==> config.mk <==
export PLATFORM = sky130hd
export DESIGN_NAME = iot_event_arbiter_flat
export DESIGN_NICKNAME = d
export VERILOG_FILES = /design/src/rtl/iot_event_arbiter_if.sv /design/src/rtl/iot_event_arbiter.sv /design/src/flat_wrapper.sv
export SDC_FILE = /design/constraint.sdc
export NUM_CORES = 1
export LEC_CHECK = 0
export ABC_AREA = 1
export BUFFER_PORTS_ARGS = -buffer_cell sky130_fd_sc_hd__buf_2
export CAP_MARGIN = 10
export CORE_ASPECT_RATIO = 0.5
export CORE_MARGIN = 4
export CORE_UTILIZATION = 50
export CTS_CLUSTER_SIZE = 14
export DETAILED_ROUTE_END_ITERATION = 10
export PLACE_DENSITY = 0.76
export RECOVER_POWER = 50
export SYNTH_ARGS = -nofsm -noshare
export SYNTH_HDL_FRONTEND = slang
export SYNTH_SLANG_ARGS = --single-unit
==> constraint.sdc <==
create_clock -name clk -period 2.18 [get_ports clk]
set_input_delay 0.109 -clock clk [delete_from_list [all_inputs] [get_ports clk]]
set_output_delay 0.109 -clock clk [all_outputs]
set_load 0.01 [all_outputs]
==> src/rtl/iot_event_arbiter_if.sv <==
// iot_event_arbiter_if: device request/ack and monitor-side signals of iot_event_arbiter
interface iot_event_arbiter_if #(
  parameter int N_DEV = 4,
  parameter int CNT_W = 8
);
  logic [N_DEV-1:0] req;
  logic [N_DEV-1:0] req_on_off;
  logic [N_DEV-1:0] ack;
  logic             change;
  logic             on_off;
  logic [CNT_W-1:0] count;
  logic             dropped;
  logic             busy;
  modport master (
    output req, req_on_off,
    input  ack, change, on_off, count, dropped, busy
  );
  modport slave (
    input  req, req_on_off,
    output ack, change, on_off, count, dropped, busy
  );
endinterface

==> src/rtl/iot_event_arbiter.sv <==
// iot_event_arbiter: round-robin arbiter forwarding device on/off events to a shared monitor counter; optional DUP_FILTER_EN drops repeated on/off events per device
module iot_event_arbiter #(
  parameter int N_DEV = 4,
  parameter int CNT_W = 8
) (
  input logic              clk,
  input logic              rst,
  iot_event_arbiter_if.slave bus
);
  localparam int IW = $clog2(N_DEV);
  localparam logic [CNT_W-1:0] CNT_MAX = '1;
  typedef enum logic {IDLE, ISSUE} state_t;
  state_t        state;
  logic [IW-1:0] rr_ptr;
  logic [IW-1:0] pick;
  logic [IW:0]   idx;
  logic          g_on;
  logic          dup;
  logic          accept;
  logic          grant;
  // first requesting device at or after rr_ptr, wrapping modulo N_DEV; lowest offset wins
  always_comb begin
    pick = rr_ptr;
    idx = '0;
    for (int i = N_DEV - 1; i >= 0; i--) begin
      idx = {1'b0, rr_ptr} + (IW+1)'(i);
      idx = idx >= (IW+1)'(N_DEV) ? idx - (IW+1)'(N_DEV) : idx;
      if (bus.req[idx[IW-1:0]]) pick = idx[IW-1:0];
    end
  end
  assign grant = state == IDLE && |bus.req;
  assign g_on  = bus.req_on_off[pick];
`ifdef DUP_FILTER_EN
  logic [N_DEV-1:0] act;
  assign dup = g_on == act[pick];
  // remember which devices are currently on so that repeated events are refused
  always_ff @(posedge clk or negedge rst) begin
    if (!rst) act <= '0;
    else if (grant && accept) act[pick] <= g_on;
  end
`else
  assign dup = 1'b0;
`endif
  assign accept = !dup && (g_on ? bus.count != CNT_MAX : bus.count != '0);
  // the grant decision is registered on entry to ISSUE so every output is a flop
  always_ff @(posedge clk or negedge rst) begin
    if (!rst) begin
      state       <= IDLE;
      rr_ptr      <= '0;
      bus.ack     <= '0;
      bus.change  <= 1'b0;
      bus.on_off  <= 1'b0;
      bus.count   <= '0;
      bus.dropped <= 1'b0;
      bus.busy    <= 1'b0;
    end else if (grant) begin
      state       <= ISSUE;
      rr_ptr      <= pick == IW'(N_DEV - 1) ? '0 : pick + 1'b1;
      bus.ack     <= N_DEV'(1) << pick;
      bus.change  <= accept;
      bus.on_off  <= g_on;
      bus.count   <= !accept ? bus.count : g_on ? bus.count + 1'b1 : bus.count - 1'b1;
      bus.dropped <= !accept;
      bus.busy    <= 1'b1;
    end else begin
      state       <= IDLE;
      bus.ack     <= '0;
      bus.change  <= 1'b0;
      bus.dropped <= 1'b0;
      bus.busy    <= 1'b0;
    end
  end
endmodule
==> src/flat_wrapper.sv <==
// flat-port wrapper written by rule: the top's interface ports become plain ports
module iot_event_arbiter_flat 
#(
  parameter int N_DEV = 4,
  parameter int CNT_W = 8
)
  (clk, rst, bus_req, bus_req_on_off, bus_ack, bus_change, bus_on_off, bus_count, bus_dropped, bus_busy);
  iot_event_arbiter_if #(.N_DEV(N_DEV), .CNT_W(CNT_W)) bus_i ();
  input logic clk;
  input logic rst;
  input wire logic [$bits(bus_i.req)-1:0] bus_req;
  input wire logic [$bits(bus_i.req_on_off)-1:0] bus_req_on_off;
  output wire logic [$bits(bus_i.ack)-1:0] bus_ack;
  output wire logic [$bits(bus_i.change)-1:0] bus_change;
  output wire logic [$bits(bus_i.on_off)-1:0] bus_on_off;
  output wire logic [$bits(bus_i.count)-1:0] bus_count;
  output wire logic [$bits(bus_i.dropped)-1:0] bus_dropped;
  output wire logic [$bits(bus_i.busy)-1:0] bus_busy;
  assign bus_i.req = bus_req;
  assign bus_i.req_on_off = bus_req_on_off;
  assign bus_ack = bus_i.ack;
  assign bus_change = bus_i.change;
  assign bus_on_off = bus_i.on_off;
  assign bus_count = bus_i.count;
  assign bus_dropped = bus_i.dropped;
  assign bus_busy = bus_i.busy;
  iot_event_arbiter #(.N_DEV(N_DEV), .CNT_W(CNT_W)) u_core (.clk(clk), .rst(rst), .bus(bus_i));
endmodule
==> results.txt <==
After detailed routing, the average wire length per cell comes to 16.5 um. The first global-routing pass estimated 6710 um of wire. Fill cells in the final layout number 135. The category of the most critical setup path is reg2reg.

At the end of routability-driven placement, the weighted congestion stood at 0.883. The final layout contains routed wiring with a total length of 5120 um. The relative slew slack was 0.316; the fraction of the cycle the final worst path needs was 1.17.

The run gives 4 as the count of TritonRoute iterations in the first routing pass. The cell type of the slowest stage on the worst timing path was sky130_fd_sc_hd__dfrtp_2. The tools report the leftover overflow at the end of global routing as 0. The run gives 0 as the remaining antenna violation count after routing. Total number of nets in the final design: 289. In this run the vertical extent of the chip is 46.0 um. TritonCTS built the clock tree.

For the number of clock sinks seen by CTS, the log shows 18. Startpoint class of the critical path: a flip-flop. Synthesis inferred 18 register bits.

The clock transition at the registers of the reported paths was 80 ps. Across the whole layout, storage elements account for 452 um^2. The signal on the critical path passes through buf_12 > o21ai_4 > nand2_1 > nand2_1 > nand2_2 > nand2_4 > nand2_4 > nand2_8 > nand2_8 > nand2_4 > nand3_4 > nand3_2 > nand2_2 > inv_2 > ha_4 > inv_4 > nand2_4 > nand3_4 > o21ai_2 > inv_1 > nand2_1 > nand3_2 > o21ai_1. After floorplanning, the core was sized to cover 2670 um^2.

The total placed cells including tap cells was 296; the delay of the slowest cell on the worst path was 430 ps. The count of pins over their slew limit came out at 0. After detailed routing, the number of vias per cell comes to 5.45. Setup repair after global routing could not meet its margin everywhere. Subtracting the final worst setup slack from the clock period gives 2550 ps.

The tools report the post-synthesis cell area as 1440 um^2. Between clock sinks in the finished design, the worst skew comes to 3.78 ps. Startpoint of the lowest-slack hold path: bus_req[3].

The routed layout has 1688 vias. In this run the clock root is driven by a sky130_fd_sc_hd__clkbuf_8. For the total of max-cap violations, the log shows 0. The total routing resource utilization after global routing is 0.224, and the met2 track demand over resource in global routing is 0.455. Relative to the synthesized area, the layout overhead comes to 58.2%. The floorplan die width was 83.9 um; the CTS buffer count was 3.

Endpoint kind of the worst setup timing path: a flip-flop. The flow ran to the end, but the final reports show violations. The starting utilization of the core area is 0.540, and the number of input and output port buffers inserted is 25.

The worst endpoint data arrival time was 2740 ps; the final standard cell count with taps included and fillers excluded was 310. Dividing the synthesized area by the synthesized cell count gives 6.86 um^2. The maximum achievable frequency was 392 MHz; the maximum number of pins on one net before global-route repair was 19. The number of distinct standard cells referenced by the synthesized netlist is 27.

The startpoint of the most critical register-to-register path was u_core.rr_ptr[0]$_DFFE_PN0P_. After routing the design area is 2280 um^2. The total die area is 3860 um^2.

The number of setup violations in the final report is 10, and the DRC violation count after routing is 0. The checks that failed: setup timing. Number of global-route vias before repair: 1520.

The post-place instance area was 1800 um^2. Once detailed placement completed, the half-perimeter wirelength came to 2650 um. The register area share after synthesis came out at 0.313.

The routing usage on met1 is 0.238, and the slew of the pin with the lowest slew margin is 1030 ps. Counting every instance in the synthesized netlist gives 210. The count of cells along the worst register-to-register path came out at 23.

Number of buffers on the longest clock path: 2. The worst hold path was traced through 3 stages. The maximum fanout count along the critical path works out to 5.

The type of the tightest min-delay check was in2reg. The endpoint of the most critical register-to-register path is u_core.bus.count[4]$_DFFE_PN0P_. For the worst-skew pair, the clock arrives at the later sink with an insertion delay of 260 ps. The worst path setup slack after routing was -372 ps; the total number of placement rows was 13. The setup check on the worst reg-to-reg path leaves a slack of -370 ps. Summed over all failing endpoints, the final setup total negative slack is -2870 ps.

Data on the critical path is required at its endpoint by 2370 ps. Summing all multi-input logic gate instances after layout gives 1120 um^2. The run gives 1 as the depth of the CTS H-tree. The most congested layer reported by global routing was met2. For the antenna diode count, the log shows 0.

The run gives 0 as the number of antenna violations at the first check in global routing. Global routing usage on met3: 0.0542. Synthesis produced a netlist with a net count of 225. For this design the top-level I/O count stands at 26.

The share of layout cells above drive strength 1 works out to 0.513. The worst hold path endpoint was u_core.bus.busy$_DFF_PN0_. The cell that appears most often on the critical path is sky130_fd_sc_hd__nand2_4.

The tools report the count of warnings emitted by yosys as 0. The logs give 0 for the final hold violation count and 137 for the iteration-0 DRC count of the detailed router.
-- synthesized netlist by cell type (all sizes together) --
cell	count	area, um^2
ha	5	62.6
nand3	28	173
nor2	10	45.0
nor3	1	5.00
o41ai	2	17.5
o21ai	13	72.6
xor2	3	26.3
nor4	1	6.26
o31ai	1	7.51
a31oi	1	6.26
a21oi	1	5.00
nand2	80	354
o21a	1	8.76
inv	41	161
nand4	1	6.26
dfrtp	18	450
buf	3	33.8
-- sequential cells by signal, summed over array words and instances (netlist names) --
register            count
u_core.rr_ptr           2
u_core.bus.count        8
u_core.bus.change       1
u_core.bus.on_off       1
u_core.bus.ack          4
u_core.bus.dropped      1
u_core.bus.busy         1
-- layout by cell type, fill, tap and decap left out, types with 5 or more instances in the layout --
cell,instances
sky130_fd_sc_hd__nand2_2,21
sky130_fd_sc_hd__buf_4,28
sky130_fd_sc_hd__nand2_1,44
sky130_fd_sc_hd__buf_2,22
sky130_fd_sc_hd__nand3_4,8
sky130_fd_sc_hd__nand3_1,11
sky130_fd_sc_hd__o21ai_2,5
sky130_fd_sc_hd__inv_2,8
sky130_fd_sc_hd__dfrtp_1,17
sky130_fd_sc_hd__nor2_1,8
sky130_fd_sc_hd__nand3_2,9
sky130_fd_sc_hd__nand2_4,12
sky130_fd_sc_hd__inv_1,29
sky130_fd_sc_hd__buf_6,6
-- per-layer routing --
layer | up-vias | share of wire | wire, um
met5 | - | 0 | 0
met4 | 0 | 0.056 | 287
met3 | 34 | 0.061 | 313
met2 | 85 | 0.49 | 2500
met1 | 790 | 0.40 | 2030
li1 | 779 | - | -
-- worst max-delay path: cells and delay by family, from the launching register on --
kind / cells / cell delay, ps
and+or+nand+nor: 15 / 1180
adders and majority gates: 1 / 130
AOI/OAI and AO/OA: 3 / 390
DFF: 1 / 430
buffers and inverters: 4 / 320
-- kinds of logic after synthesis --
logic type | after synthesis | share of synthesized area
DFF | 18 | 0.312
AOI/OAI and AO/OA | 19 | 0.0816
and+or+nand+nor | 121 | 0.409
buffers and inverters | 44 | 0.135
adders and majority gates | 5 | 0.0434
xor gates and xnor gates | 3 | 0.0182
-- stage by stage --
step	hold slack, ps	setup slack, ps	utilization
after floorplan	-187	-119	-
after global placement	56.2	-311	0.674
after detailed placement	68.0	-391	0.674
after CTS	270	-327	0.782
after global routing	355	-506	0.855
final	332	-372	0.855
-- worst max path at each step --
stage	endpoint	from	cells after the start
finish	u_core.bus.count[4]$_DFFE_PN0P_	u_core.rr_ptr[0]$_DFFE_PN0P_	23
detailed placement	u_core.bus.count[6]$_DFFE_PN0P_	u_core.rr_ptr[0]$_DFFE_PN0P_	24
global placement	u_core.bus.count[6]$_DFFE_PN0P_	u_core.rr_ptr[0]$_DFFE_PN0P_	24
global route	u_core.bus.count[4]$_DFFE_PN0P_	u_core.rr_ptr[0]$_DFFE_PN0P_	25
floorplan	u_core.bus.count[6]$_DFFE_PN0P_	u_core.rr_ptr[0]$_DFFE_PN0P_	26
CTS	u_core.bus.count[6]$_DFFE_PN0P_	u_core.rr_ptr[0]$_DFFE_PN0P_	26
-- final cells by class --
type | count | area share
Multi-Input combinational cell | 148 | 0.491
Tap cell | 37 | 0.0203
Timing Repair Buffer | 62 | 0.190
Inverter | 41 | 0.0762
Clock buffer | 4 | 0.0241
Sequential cell | 18 | 0.198
-- timing repair --
item / in CTS / in global routing
gates resized for setup: 41 / 46
pin swaps: 28 / 33
hold buffers: 1 / 0
hold endpoints to repair: 18 / 0
endpoints found under the setup margin: 10 / 11
buffers inserted: 9 / 3
Power is left out: the tool's default activity adds up to more than one toggle a clock period on the data nets, which glitch-free logic cannot reach.
